$ cat config.mk
export PLATFORM = sky130hd
export DESIGN_NAME = id_decode_reg
export DESIGN_NICKNAME = d
export VERILOG_FILES = /design/src/rtl/decode_pkg.sv /design/src/rtl/imm_gen.sv /design/src/rtl/id_decode_reg.sv
export SDC_FILE = /design/constraint.sdc
export NUM_CORES = 1
export LEC_CHECK = 0
export BUFFER_PORTS_ARGS = -buffer_cell sky130_fd_sc_hd__clkbuf_2
export CAP_MARGIN = 20
export CORE_AREA = 4 4 118 120
export CTS_BUF_LIST = sky130_fd_sc_hd__clkbuf_8
export CTS_CLUSTER_DIAMETER = 100
export DETAILED_ROUTE_END_ITERATION = 7
export DIE_AREA = 0 0 122 124
export PLACE_DENSITY = 0.82
export RECOVER_POWER = 50
export SLEW_MARGIN = 5
export SYNTH_ARGS = -nofsm -noshare
export SYNTH_HDL_FRONTEND = slang
export SYNTH_SLANG_ARGS = --single-unit
$ cat constraint.sdc
create_clock -name i_clk -period 2.7 [get_ports i_clk]
set_input_delay 0.27 -clock i_clk [delete_from_list [all_inputs] [get_ports i_clk]]
set_output_delay 0.27 -clock i_clk [all_outputs]
set_load 0.005 [all_outputs]
$ cat src/rtl/decode_pkg.sv
// Shared RV32I decode constants: ALU op codes, major opcodes, funct7 values
// and operand-select encodings used by the decode stage.
package decode_pkg;

  localparam logic [3:0] ALU_ADD  = 4'd0;
  localparam logic [3:0] ALU_SUB  = 4'd1;
  localparam logic [3:0] ALU_SLT  = 4'd2;
  localparam logic [3:0] ALU_SLTU = 4'd3;
  localparam logic [3:0] ALU_XOR  = 4'd4;
  localparam logic [3:0] ALU_OR   = 4'd5;
  localparam logic [3:0] ALU_AND  = 4'd6;
  localparam logic [3:0] ALU_SLL  = 4'd7;
  localparam logic [3:0] ALU_SRL  = 4'd8;
  localparam logic [3:0] ALU_SRA  = 4'd9;

  localparam logic [6:0] OPC_OP     = 7'b0110011;
  localparam logic [6:0] OPC_OP_IMM = 7'b0010011;
  localparam logic [6:0] OPC_LUI    = 7'b0110111;
  localparam logic [6:0] OPC_AUIPC  = 7'b0010111;
  localparam logic [6:0] OPC_LOAD   = 7'b0000011;
  localparam logic [6:0] OPC_STORE  = 7'b0100011;
  localparam logic [6:0] OPC_BRANCH = 7'b1100011;
  localparam logic [6:0] OPC_JAL    = 7'b1101111;
  localparam logic [6:0] OPC_JALR   = 7'b1100111;

  localparam logic [6:0] F7_BASE = 7'b0000000;
  localparam logic [6:0] F7_ALT  = 7'b0100000;

  typedef enum logic [1:0] {A_RS1, A_PC, A_ZERO} a_sel_t;
  typedef enum logic [1:0] {B_RS2, B_IMM, B_FOUR} b_sel_t;

  // alt selects SUB (f3=000) or SRA (f3=101); ignored for other funct3 values.
  function automatic logic [3:0] f3_to_alu(input logic [2:0] f3, input logic alt);
    case (f3)
      3'b000:  f3_to_alu = alt ? ALU_SUB : ALU_ADD;
      3'b001:  f3_to_alu = ALU_SLL;
      3'b010:  f3_to_alu = ALU_SLT;
      3'b011:  f3_to_alu = ALU_SLTU;
      3'b100:  f3_to_alu = ALU_XOR;
      3'b101:  f3_to_alu = alt ? ALU_SRA : ALU_SRL;
      3'b110:  f3_to_alu = ALU_OR;
      default: f3_to_alu = ALU_AND;
    endcase
  endfunction

endpackage

$ cat src/rtl/imm_gen.sv
// Combinational RV32I immediate extraction; format chosen from the opcode,
// all immediates sign-extended from instr[31].
module imm_gen
  import decode_pkg::*;
(
  input  logic [31:0] instr,
  output logic [31:0] imm
);

  always_comb begin
    imm = '0;
    case (instr[6:0])
      OPC_OP_IMM, OPC_LOAD, OPC_JALR:
        imm = {{20{instr[31]}}, instr[31:20]};
      OPC_STORE:
        imm = {{20{instr[31]}}, instr[31:25], instr[11:7]};
      OPC_BRANCH:
        imm = {{19{instr[31]}}, instr[31], instr[7], instr[30:25], instr[11:8], 1'b0};
      OPC_LUI, OPC_AUIPC:
        imm = {instr[31:12], 12'd0};
      OPC_JAL:
        imm = {{11{instr[31]}}, instr[31], instr[19:12], instr[20], instr[30:21], 1'b0};
      default:
        imm = '0;
    endcase
  end

endmodule

$ cat src/rtl/id_decode_reg.sv
// Instruction-decode stage: decodes RV32I into ALU op and operands, then
// registers the result with valid/stall/flush control for the execute stage.
module id_decode_reg
  import decode_pkg::*;
(
  input  logic        i_clk,
  input  logic        i_rst,
  input  logic [31:0] i_instr,
  input  logic [31:0] i_pc,
  input  logic        i_valid,
  input  logic        i_stall,
  input  logic        i_flush,
  output logic [4:0]  o_rs1_addr,
  output logic [4:0]  o_rs2_addr,
  input  logic [31:0] i_rs1_data,
  input  logic [31:0] i_rs2_data,
  output logic        o_valid,
  output logic [3:0]  o_alu_op,
  output logic [31:0] o_operand_a,
  output logic [31:0] o_operand_b,
  output logic [31:0] o_rs2_data,
  output logic [4:0]  o_rd_addr,
  output logic        o_rd_wren,
  output logic [31:0] o_pc,
  output logic        o_illegal
);

  logic [6:0]  opcode;
  logic [2:0]  funct3;
  logic [6:0]  funct7;
  logic [4:0]  rd;
  logic [31:0] imm;

  logic [3:0]  dec_alu_op;
  a_sel_t      dec_a_sel;
  b_sel_t      dec_b_sel;
  logic        dec_shamt;
  logic        dec_wren;
  logic        dec_illegal;
  logic [31:0] opnd_a;
  logic [31:0] opnd_b;

  assign opcode     = i_instr[6:0];
  assign rd         = i_instr[11:7];
  assign funct3     = i_instr[14:12];
  assign funct7     = i_instr[31:25];
  assign o_rs1_addr = i_instr[19:15];
  assign o_rs2_addr = i_instr[24:20];

  imm_gen u_imm_gen (
    .instr (i_instr),
    .imm   (imm)
  );

  always_comb begin
    dec_alu_op  = ALU_ADD;
    dec_a_sel   = A_RS1;
    dec_b_sel   = B_RS2;
    dec_shamt   = 1'b0;
    dec_wren    = 1'b0;
    dec_illegal = 1'b0;
    case (opcode)
      OPC_OP: begin
        dec_wren   = 1'b1;
        dec_alu_op = f3_to_alu(funct3, funct7 == F7_ALT);
        if (funct7 != F7_BASE && funct7 != F7_ALT) dec_illegal = 1'b1;
      end
      OPC_OP_IMM: begin
        dec_wren  = 1'b1;
        dec_b_sel = B_IMM;
        // funct7 only exists for shifts; elsewhere those bits are immediate.
        if (funct3 == 3'b001 || funct3 == 3'b101) begin
          dec_shamt  = 1'b1;
          dec_alu_op = f3_to_alu(funct3, funct7 == F7_ALT);
          if (funct7 != F7_BASE && funct7 != F7_ALT) dec_illegal = 1'b1;
        end else begin
          dec_alu_op = f3_to_alu(funct3, 1'b0);
        end
      end
      OPC_LUI: begin
        dec_wren  = 1'b1;
        dec_a_sel = A_ZERO;
        dec_b_sel = B_IMM;
      end
      OPC_AUIPC: begin
        dec_wren  = 1'b1;
        dec_a_sel = A_PC;
        dec_b_sel = B_IMM;
      end
      OPC_LOAD: begin
        dec_wren  = 1'b1;
        dec_b_sel = B_IMM;
      end
      OPC_STORE: begin
        dec_b_sel = B_IMM;
      end
      OPC_BRANCH: begin
        dec_a_sel = A_PC;
        dec_b_sel = B_IMM;
      end
      OPC_JAL, OPC_JALR: begin
        dec_wren  = 1'b1;
        dec_a_sel = A_PC;
        dec_b_sel = B_FOUR;
      end
      default: dec_illegal = 1'b1;
    endcase
    if (dec_illegal) begin
      dec_alu_op = ALU_ADD;
      dec_wren   = 1'b0;
    end
    if (rd == 5'd0) dec_wren = 1'b0;
  end

  always_comb begin
    case (dec_a_sel)
      A_PC:    opnd_a = i_pc;
      A_ZERO:  opnd_a = '0;
      default: opnd_a = i_rs1_data;
    endcase
    case (dec_b_sel)
      B_IMM:   opnd_b = dec_shamt ? {27'd0, i_instr[24:20]} : imm;
      B_FOUR:  opnd_b = 32'd4;
      default: opnd_b = i_rs2_data;
    endcase
  end

  always_ff @(posedge i_clk) begin
    if (i_rst) begin
      o_valid     <= 1'b0;
      o_alu_op    <= ALU_ADD;
      o_operand_a <= '0;
      o_operand_b <= '0;
      o_rs2_data  <= '0;
      o_rd_addr   <= '0;
      o_rd_wren   <= 1'b0;
      o_pc        <= '0;
      o_illegal   <= 1'b0;
    end else if (i_flush) begin
      o_valid   <= 1'b0;
      o_rd_wren <= 1'b0;
      o_illegal <= 1'b0;
    end else if (!i_stall) begin
      o_valid     <= i_valid;
      o_alu_op    <= dec_alu_op;
      o_operand_a <= opnd_a;
      o_operand_b <= opnd_b;
      o_rs2_data  <= i_rs2_data;
      o_rd_addr   <= rd;
      o_rd_wren   <= i_valid & dec_wren;
      o_pc        <= i_pc;
      o_illegal   <= i_valid & dec_illegal;
    end
  end

endmodule
==> results.json <==
{
  "status": "finished clean",
  "io_pins": 283,
  "worstSetupStartpoint": "i_stall",
  "dp_hpwl_um": 14910,
  "cts_tree": "yes",
  "slew_headroom": 0.06785,
  "cts_resized": 0,
  "grt_pass1_wl_um": 30750,
  "fmax_ghz": 0.4551,
  "grt-ovfl-total": 0,
  "cts.sinks": 140,
  "setup_ws_ns": 0.5028,
  "gp_congestion": 0.9059,
  "min_from": "i_rs2_data[16]",
  "final_common_cell": "clkbuf_2",
  "area_growth_pct": 29.49,
  "power_w": 0.004655,
  "peakVddDrop_v": 0.0003515,
  "holdPathStages": 3,
  "tightest_slew_ns": 1.393,
  "rsz0062_at_grt": "no",
  "die_x_um": 122,
  "htreeDepth": 4,
  "cts_inserted_buffers": 17,
  "synth_edf_count": 0,
  "detail-route-antenna-nets": 0,
  "drive_above_1_share": 0.2649,
  "antenna_found_initial": 0,
  "ys_types": 57,
  "grt_max_degree": 84,
  "ys_async_sr_fraction": 0,
  "grt_use_total": 0.2568,
  "worstSetupPathType": "in2reg",
  "core_region_area_mm2": 0.01298,
  "initial_core_util": 0.4796,
  "hold_path.class": "in2reg",
  "portBuffers": 282,
  "wl_per_cell_um": 16.27,
  "cts_hold_buf": 0,
  "cp_data_required_time_ns": 3.00,
  "clockBufferDepth": 2,
  "setup-violations-final": 0,
  "synth_area_mm2": 0.006225,
  "setup_tns_ns": 0,
  "end_kind": "flip-flop",
  "syn_inst": 815,
  "antenna_cells": 0,
  "layout.nets": 1195,
  "fin_skew_ns": 0,
  "seq_area_frac_synth": 0.4503,
  "firstDrtPassIters": 5,
  "finish.utilization": 0.6210,
  "place_ws_ns": 0.1398,
  "vias": 6705,
  "drv_cap": 0,
  "clock_latency_ns": 0.43,
  "grt_pass1_vias": 6093,
  "viasPerCell": 5.373,
  "hold_violations": 0,
  "synth-seq-cells": 140,
  "rr_worst_depth": 2,
  "clk_pin_slew_worst_paths_ns": 0.08,
  "synth_ff_type": "dfxtp_1",
  "crit_arrival_ns": 2.50,
  "holdWs_ns": 0.06151,
  "row_count": 42,
  "drt-initial-drc-count": 417,
  "dieHeight_um": 124,
  "syn_avg_cell_area_um2": 7.638,
  "timing.rr.end": "o_illegal$_SDFFE_PP0N_",
  "wl_um": 20300,
  "power_density_mw_per_mm2": 577.6,
  "cp-start-kind": "input pin",
  "dieArea_mm2": 0.01513,
  "synth.net_count": 951,
  "final_cell_mix": "clkbuf_2, nand2_1, dfxtp_1",
  "cts_setup_buffers": 0,
  "ys_warn_count": 0,
  "min_period_ns": 2.197,
  "hold_end": "o_rs2_data[16]$_SDFFE_PP0P_",
  "drc_errors": 0,
  "drv_slew": 0,
  "fin_crit_sh": 0.8138,
  "p_leak_nw": 3.412,
  "critical_path_peak_fanout": 28,
  "worstReg2RegStart": "o_illegal$_SDFFE_PP0N_",
  "root_buffer": "clkbuf_8",
  "r2r_slack_ns": 1.84
}
## sequential cells by signal, summed over array words and instances, names as in the netlist
| name | count |
|---|---|
| o_illegal | 1 |
| o_operand_b | 32 |
| o_rs2_data | 32 |
| o_rd_addr | 5 |
| o_pc | 32 |
| o_rd_wren | 1 |
| o_alu_op | 4 |
| o_valid | 1 |
| o_operand_a | 32 |
## routing by layer
| layer | vias up | GRT usage | wire (um) |
|---|---|---|---|
| li1 | 3281 | - | - |
| met1 | 3106 | 0.3245 | 8363 |
| met2 | 282 | 0.4164 | 9690 |
| met3 | 36 | 0.07902 | 1742 |
| met4 | 0 | 0.09174 | 504 |
| met5 | - | 0 | 0 |
## how the worst max path moves through the flow
stage	endpoint
after floorplan	o_operand_b[21]$_SDFFE_PP0P_
final	o_operand_a[27]$_SDFFE_PP0P_
after detailed placement	o_operand_b[23]$_SDFFE_PP0P_
after CTS	o_operand_a[31]$_SDFFE_PP0P_
after global placement	o_operand_a[21]$_SDFFE_PP0P_
after global routing	o_operand_a[27]$_SDFFE_PP0P_
## cell families after synthesis
family | share of synthesized area
simple gates | 0.2438
compound gates | 0.2372
flops | 0.4503
buf+inv | 0.05809
fa+ha+maj | 0.006031
mux | 0.003216
xor+xnor | 0.001407
## power breakdown
| group | switching (W) | leakage, nW | total, W | internal, W |
|---|---|---|---|---|
| Combinational | 0.000380 | 2.04 | 0.000648 | 0.000267 |
| Clock | 0.000796 | 0.220 | 0.00178 | 0.000981 |
| Sequential | 0.0000559 | 1.15 | 0.00223 | 0.00218 |
| Total | 0.00123 | 3.41 | 0.00466 | 0.00342 |
## metrics by stage
| step | area [um^2] | cells |
|---|---|---|
| after global routing | 8060 | 1248 |
| final | 8060 | 1248 |
| after detailed placement | 7730 | 1216 |
| after global placement | 7730 | 1216 |
| after CTS | 8149 | 1248 |
| after floorplan | 6225 | 815 |
## cell usage after synthesis, drive strengths merged, types with 4 or more instances
cell    instances  area share
a211oi         21       0.026
a21oi          91       0.074
a221oi          9       0.013
a22oi          11       0.013
and2           13       0.013
buf            19       0.021
clkbuf         57       0.035
dfxtp         140        0.45
inv             4      0.0024
nand2         218        0.13
nand2b          5      0.0050
nand3           9      0.0072
nor2           75       0.046
nor2b           4      0.0052
nor3           11      0.0088
nor3b           4      0.0048
o211ai         34       0.041
o21ai          51       0.043
## final cells by class
type	instances	area, um^2
well taps	176	220.2
flip-flops and latches	140	2803
repair buffers	301	1538
clock buffers	20	275.3
multi-input cells	595	3065
clock inverters	12	143.9
fillers	1246	4920
inverters	4	15.01
## worst max-delay path, cell delays in order
cell and delay [ns]:
clkbuf_1 0.17, nor2_1 1.09, clkbuf_2 0.63, o211ai_1 0.16, o21ai_0 0.13, nor2_1 0.05
(Power assumes the default switching activity.)
